[config.mk]
export PLATFORM = sky130hd
export DESIGN_NAME = game_ctrl
export DESIGN_NICKNAME = d
export VERILOG_FILES = /design/src/rtl/game_ctrl_pkg.sv /design/src/rtl/game_ctrl_frame_tick.sv /design/src/rtl/game_ctrl.sv
export SDC_FILE = /design/constraint.sdc
export NUM_CORES = 1
export LEC_CHECK = 0
export CAP_MARGIN = 20
export CORE_MARGIN = 2
export CORE_UTILIZATION = 35
export CTS_CLUSTER_SIZE = 16
export DETAILED_ROUTE_END_ITERATION = 8
export GPL_ROUTABILITY_DRIVEN = 0
export HOLD_SLACK_MARGIN = 0.02
export MAX_ROUTING_LAYER = met4
export SYNTH_ARGS = -nofsm -noshare
export SYNTH_HDL_FRONTEND = slang
export SYNTH_SLANG_ARGS = --single-unit
[constraint.sdc]
create_clock -name clk -period 1.9 [get_ports clk]
set_input_delay 0.19 -clock clk [delete_from_list [all_inputs] [get_ports clk]]
set_output_delay 0.19 -clock clk [all_outputs]
set_load 0.05 [all_outputs]
[src/rtl/game_ctrl_pkg.sv]
// game_ctrl_pkg: shared state encoding, command bytes and ball home position.
package game_ctrl_pkg;

    typedef enum logic [2:0] {
        S_IDLE  = 3'd0,
        S_SERVE = 3'd1,
        S_RUN   = 3'd2,
        S_PAUSE = 3'd3,
        S_OVER  = 3'd4
    } state_t;

    localparam logic [7:0] CMD_LEFT  = 8'd108;
    localparam logic [7:0] CMD_RIGHT = 8'd114;
    localparam logic [7:0] CMD_HOLD  = 8'd100;
    localparam logic [7:0] CMD_START = 8'd115;
    localparam logic [7:0] CMD_PAUSE = 8'd112;

    localparam logic [9:0] BALL_HOME_X = 10'd320;
    localparam logic [8:0] BALL_HOME_Y = 9'd240;

endpackage

[src/rtl/game_ctrl_frame_tick.sv]
// frame_tick: modulo-N frame_end counter with clear/hold and a terminal-count pulse.
module frame_tick #(
    parameter int N = 3
) (
    input  logic clk,
    input  logic rst_n,
    input  logic frame_end,
    input  logic clear,
    input  logic hold,
    output logic tc
);
    localparam int W = (N > 1) ? $clog2(N) : 1;

    logic [W-1:0] cnt;

    assign tc = frame_end && !clear && !hold && (cnt == W'(N - 1));

    always_ff @(posedge clk or negedge rst_n) begin
        if (!rst_n)
            cnt <= '0;
        else if (clear)
            cnt <= '0;
        else if (frame_end && !hold)
            cnt <= tc ? '0 : cnt + W'(1);
    end
endmodule

[src/rtl/game_ctrl.sv]
// game_ctrl: UART command decode, paddle position, ball pacing and game FSM.
module game_ctrl
    import game_ctrl_pkg::*;
#(
    parameter int TICK_FRAMES  = 3,
    parameter int SERVE_FRAMES = 60,
    parameter int PAD_START    = 300,
    parameter int PAD_STEP     = 50,
    parameter int PAD_MIN      = 50,
    parameter int PAD_MAX      = 590,
    parameter int LIVES_INIT   = 3
) (
    input  logic       clk,
    input  logic       rst_n,
    input  logic       rx_valid,
    input  logic [7:0] rx_data,
    input  logic       frame_end,
    input  logic       hit,
    input  logic       miss,
    output logic [9:0] paddle_x,
    output logic       update_en,
    output logic       ball_reset,
    output logic [7:0] score,
    output logic [1:0] lives,
    output logic [2:0] state,
    output logic       game_over
);
    state_t     st, st_nx;
    logic [9:0] px_nx;
    logic [7:0] sc_nx;
    logic [1:0] lv_nx;
    logic       tick_tc, serve_tc;
    logic [10:0] px_w, px_sub_ok, px_add;
    logic [9:0]  px_left, px_right;

    wire cmd_l = rx_valid && (rx_data == CMD_LEFT);
    wire cmd_r = rx_valid && (rx_data == CMD_RIGHT);
    wire cmd_s = rx_valid && (rx_data == CMD_START);
    wire cmd_p = rx_valid && (rx_data == CMD_PAUSE);

    assign state     = st;
    // 11-bit arithmetic keeps the clamp free of wrap-around.
    assign px_w      = {1'b0, paddle_x};
    assign px_sub_ok = px_w - 11'(PAD_STEP);
    assign px_add    = px_w + 11'(PAD_STEP);
    assign px_left   = (px_w < 11'(PAD_MIN + PAD_STEP)) ? 10'(PAD_MIN) : px_sub_ok[9:0];
    assign px_right  = (px_add > 11'(PAD_MAX)) ? 10'(PAD_MAX) : px_add[9:0];

    frame_tick #(.N(TICK_FRAMES)) u_tick (
        .clk       (clk),
        .rst_n     (rst_n),
        .frame_end (frame_end),
        .clear     (st != S_RUN && st != S_PAUSE),
        .hold      (st == S_PAUSE),
        .tc        (tick_tc)
    );

    frame_tick #(.N(SERVE_FRAMES)) u_serve (
        .clk       (clk),
        .rst_n     (rst_n),
        .frame_end (frame_end),
        .clear     (st != S_SERVE),
        .hold      (1'b0),
        .tc        (serve_tc)
    );

    always_comb begin
        st_nx = st;
        sc_nx = score;
        lv_nx = lives;
        px_nx = (st == S_SERVE || st == S_RUN) ? (cmd_l ? px_left : cmd_r ? px_right : paddle_x) : paddle_x;
        if ((st == S_IDLE || st == S_OVER) && cmd_s) begin
            st_nx = S_SERVE;
            sc_nx = '0;
            lv_nx = 2'(LIVES_INIT);
            px_nx = 10'(PAD_START);
        end else if (st == S_SERVE && serve_tc) begin
            st_nx = S_RUN;
        end else if (st == S_RUN && miss) begin
            lv_nx = lives - 2'd1;
            st_nx = (lives == 2'd1) ? S_OVER : S_SERVE;
        end else if (st == S_RUN) begin
            sc_nx = (hit && score != 8'hff) ? score + 8'd1 : score;
            st_nx = cmd_p ? S_PAUSE : S_RUN;
        end else if (st == S_PAUSE && cmd_p) begin
            st_nx = S_RUN;
        end
    end

    always_ff @(posedge clk or negedge rst_n) begin
        if (!rst_n) begin
            st         <= S_IDLE;
            paddle_x   <= 10'(PAD_START);
            score      <= '0;
            lives      <= 2'(LIVES_INIT);
            update_en  <= 1'b0;
            ball_reset <= 1'b0;
            game_over  <= 1'b0;
        end else begin
            st         <= st_nx;
            paddle_x   <= px_nx;
            score      <= sc_nx;
            lives      <= lv_nx;
            update_en  <= tick_tc;
            ball_reset <= (st_nx == S_SERVE) && (st != S_SERVE);
            game_over  <= (st_nx == S_OVER);
        end
    end
endmodule

==> impl_metrics.tcl <==
set metrics [dict create \
    ant_nets 0 \
    violations "negative setup slack" \
    final_common_cell "buf_4" \
    setup-violations-final 8 \
    fin_cells 435 \
    io_pins 40 \
    min_period_ps 2070 \
    p_seq_share_pct 30.7 \
    synth_area_leaders "dfrtp_1 30%, dfstp_2 7.1%, a21oi_1 5.0%" \
    hold-worst-slack_ps 300 \
    ys_ff_latch 33 \
    power_per_cell_area_mw_per_mm2 983 \
    grt_max_degree 34 \
    p_clk_share_pct 20.5 \
    critPathArrivalTime_ps 2270 \
    critPathLaunchType "flop" \
    syn_area_per_cell_um2 8.43 \
    viasPerCell 5.24 \
    syn_nets 282 \
    grt_pass1_wl_um 10600 \
    first_pass_iters 4 \
    cp_cell_sequence "ha_4 > a21o_1 > o2111ai_2 > or3_4 > a21oi_4 > o41ai_1 > a21oi_1" \
    final_util_pct 56.4 \
    switching_power_mw 1.38 \
    clk_pin_slew_ps 70 \
    ir_drop_uv 757 \
    root_buffer "clkbuf_8" \
    final_cell_mix "71 x buf_4, 24 x nor2_1, 24 x nand2_1, 24 x clkdlybuf4s50_1, 22 x dfrtp_1" \
    cts_htree_levels 2 \
    ys_seq_area_share_pct 37.6 \
    crit_family "compound AO/OA/AOI/OAI gates" \
    reg2reg_slack_ps -170 \
    hp-class "in -> async" \
    leakage_nw 1.45 \
    cp_max_fo 5 \
    internal-power_mw 1.96 \
    p_sw_share_pct 41.4 \
    synth.top_cell.area_share_pct 30.5 \
    core_area_mm2 0.00603 \
    power_mw 3.34 \
    insertion_delay_ps 280 \
    drtIter0Drc 116 \
    die_y_um 83.6 \
    initial_core_util_pct 36.8 \
    fin_skew_ps 5.19 \
    rsz0062_at_grt "yes" \
    dp_cells 423 \
    hold_viol 0 \
    critPathBufInv 0 \
    first_global_vias 2166 \
    syn_to_final_growth_pct 53.5 \
    antenna_found_initial 0 \
    routed-via-count 2280 \
    final_max_slew_viol_count 0 \
    drc 0 \
    port_buffers 38 \
    cp_slowest_cell "dfstp_4" \
    overflow 0 \
    netlist_area_mm2 0.00222 \
    clockBufferDepth 2 \
    fmax_mhz 482 \
    fin_nets 378 \
    cp-end-kind "flop" \
    totalWireLength_um 6160 \
    cts_buffers 5 \
    layout-drive-gt1-share_pct 35.0 \
    fin_ws_ps -173 \
    worstPathRequired_ps 2090 \
    cap_violations 0 \
    synth_flop_cell "dfrtp_1" \
    pwr-share-comb_pct 48.8 \
    cts_sinks 33 \
    relSlewSlack_pct 65.6 \
    synth.largest_area_cell "dfrtp_1" \
    finalCritPeriodShare_pct 109 \
    die_x_um 83.6 \
    finalSetupTns_ps -926 \
    grt.total_usage_pct 18.7 \
    wire_per_inst_um 14.2 \
    max_slew.worst_pin.slew_ps 515 \
    fp-row-count 28 \
    crit_type "reg -> reg" \
    cts_hold_buf 0 \
    synthCells 263 \
    cpPeakStageDelay_ps 650 \
    status "finished with violations" \
    async_flop_share_pct 100 \
    yosysWarnings 0 \
    synth_edf_count 0 \
    dieArea_mm2 0.00698 \
    post-dp-hpwl_um 4670 \
    cts_tree "built" \
    diodes 0 \
    synth.distinct_cells 56 \
]
## synthesized netlist by cell type, types with 4 or more instances
cell type and n:
dfrtp_1 27, nand3_1 14, mux2i_1 5, inv_1 8, nor3_1 10, nand2_1 24, dfstp_2 6, nand3b_1 4
ha_1 5, xor2_1 6, xnor2_1 7, o21ai_0 15, nor2b_1 4, and2_1 5, nor2_1 27, a21oi_1 22
clkbuf_1 10
## final timing paths
check	to	startpoint	cells after the start
worst max-delay path	paddle_x[2]$_DFFE_PN1P_	paddle_x[2]$_DFFE_PN1P_	7
worst min-delay path	game_over$_DFF_PN0_	rst_n	2
worst max register to register	paddle_x[2]$_DFFE_PN1P_	paddle_x[2]$_DFFE_PN1P_	7
worst min register to register	u_serve.cnt[0]$_DFFE_PN0P_	u_serve.cnt[0]$_DFFE_PN0P_	1
max in group asynchronous	paddle_x[3]$_DFFE_PN1P_	rst_n	2
min in group clk	ball_reset$_DFF_PN0_	miss	3
## area by class of cell
cell class                      instances  area, um2
Fill cell                             550       2630
Multi-Input combinational cell        209       1460
Timing Repair Buffer                  102        857
Sequential cell                        33        843
Tap cell                               75       93.8
Clock buffer                            7       86.3
Clock inverter                          1       30.0
Inverter                                8       30.0
## per-layer routing
layer	track usage [%]	routed length [um]	vias up
li1	-	-	1148
met4	4.40	44	0
met2	27.6	2800	55
met1	27.1	3050	1073
met5	-	0	-
met3	2.67	269	4
## per-stage QoR
| step | worst slack (ps) | cell area (um2) |
|---|---|---|
| after CTS | -140 | 3310 |
| after global placement | -417 | 3120 |
| after floorplan | -184 | 2280 |
| final | -173 | 3400 |
| after detailed placement | -428 | 3120 |
| after global routing | -247 | 3400 |
## cells by family after synthesis
logic type / after synthesis / share of synthesized area (%)
adder cells (fa/ha/maj): 5 / 2.82
buffers and inverters: 21 / 3.95
other: 1 / 0.169
flip-flops: 33 / 37.6
multiplexers: 5 / 2.26
AND/OR/NAND/NOR: 117 / 27.7
AO/OA/AOI/OAI: 68 / 20.4
XOR/XNOR: 13 / 5.14
## flip-flops by register name, summed over array words and instances (netlist names)
name / cells
state: 3
ball_reset: 1
lives: 2
u_serve.cnt: 6
update_en: 1
paddle_x: 9
u_tick.cnt: 2
score: 8
game_over: 1
## power groups by stage
stage	Clock [mW]	Combinational, mW	Sequential, mW
after floorplan	0	0.617	1.41
after global placement	0	1.57	1.03
after detailed placement	0	1.58	1.04
after CTS	0.700	1.62	1.03
after global routing	0.733	1.78	1.05
final	0.684	1.63	1.03
## repair_timing
| item | 4_1_cts | 5_1_grt |
|---|---|---|
| setup buffers | 3 | 2 |
| gates resized for setup | 15 | 19 |
| setup endpoints to repair | 9 | 11 |
| pin swaps | 11 | 9 |
(Power assumes the default switching activity.)
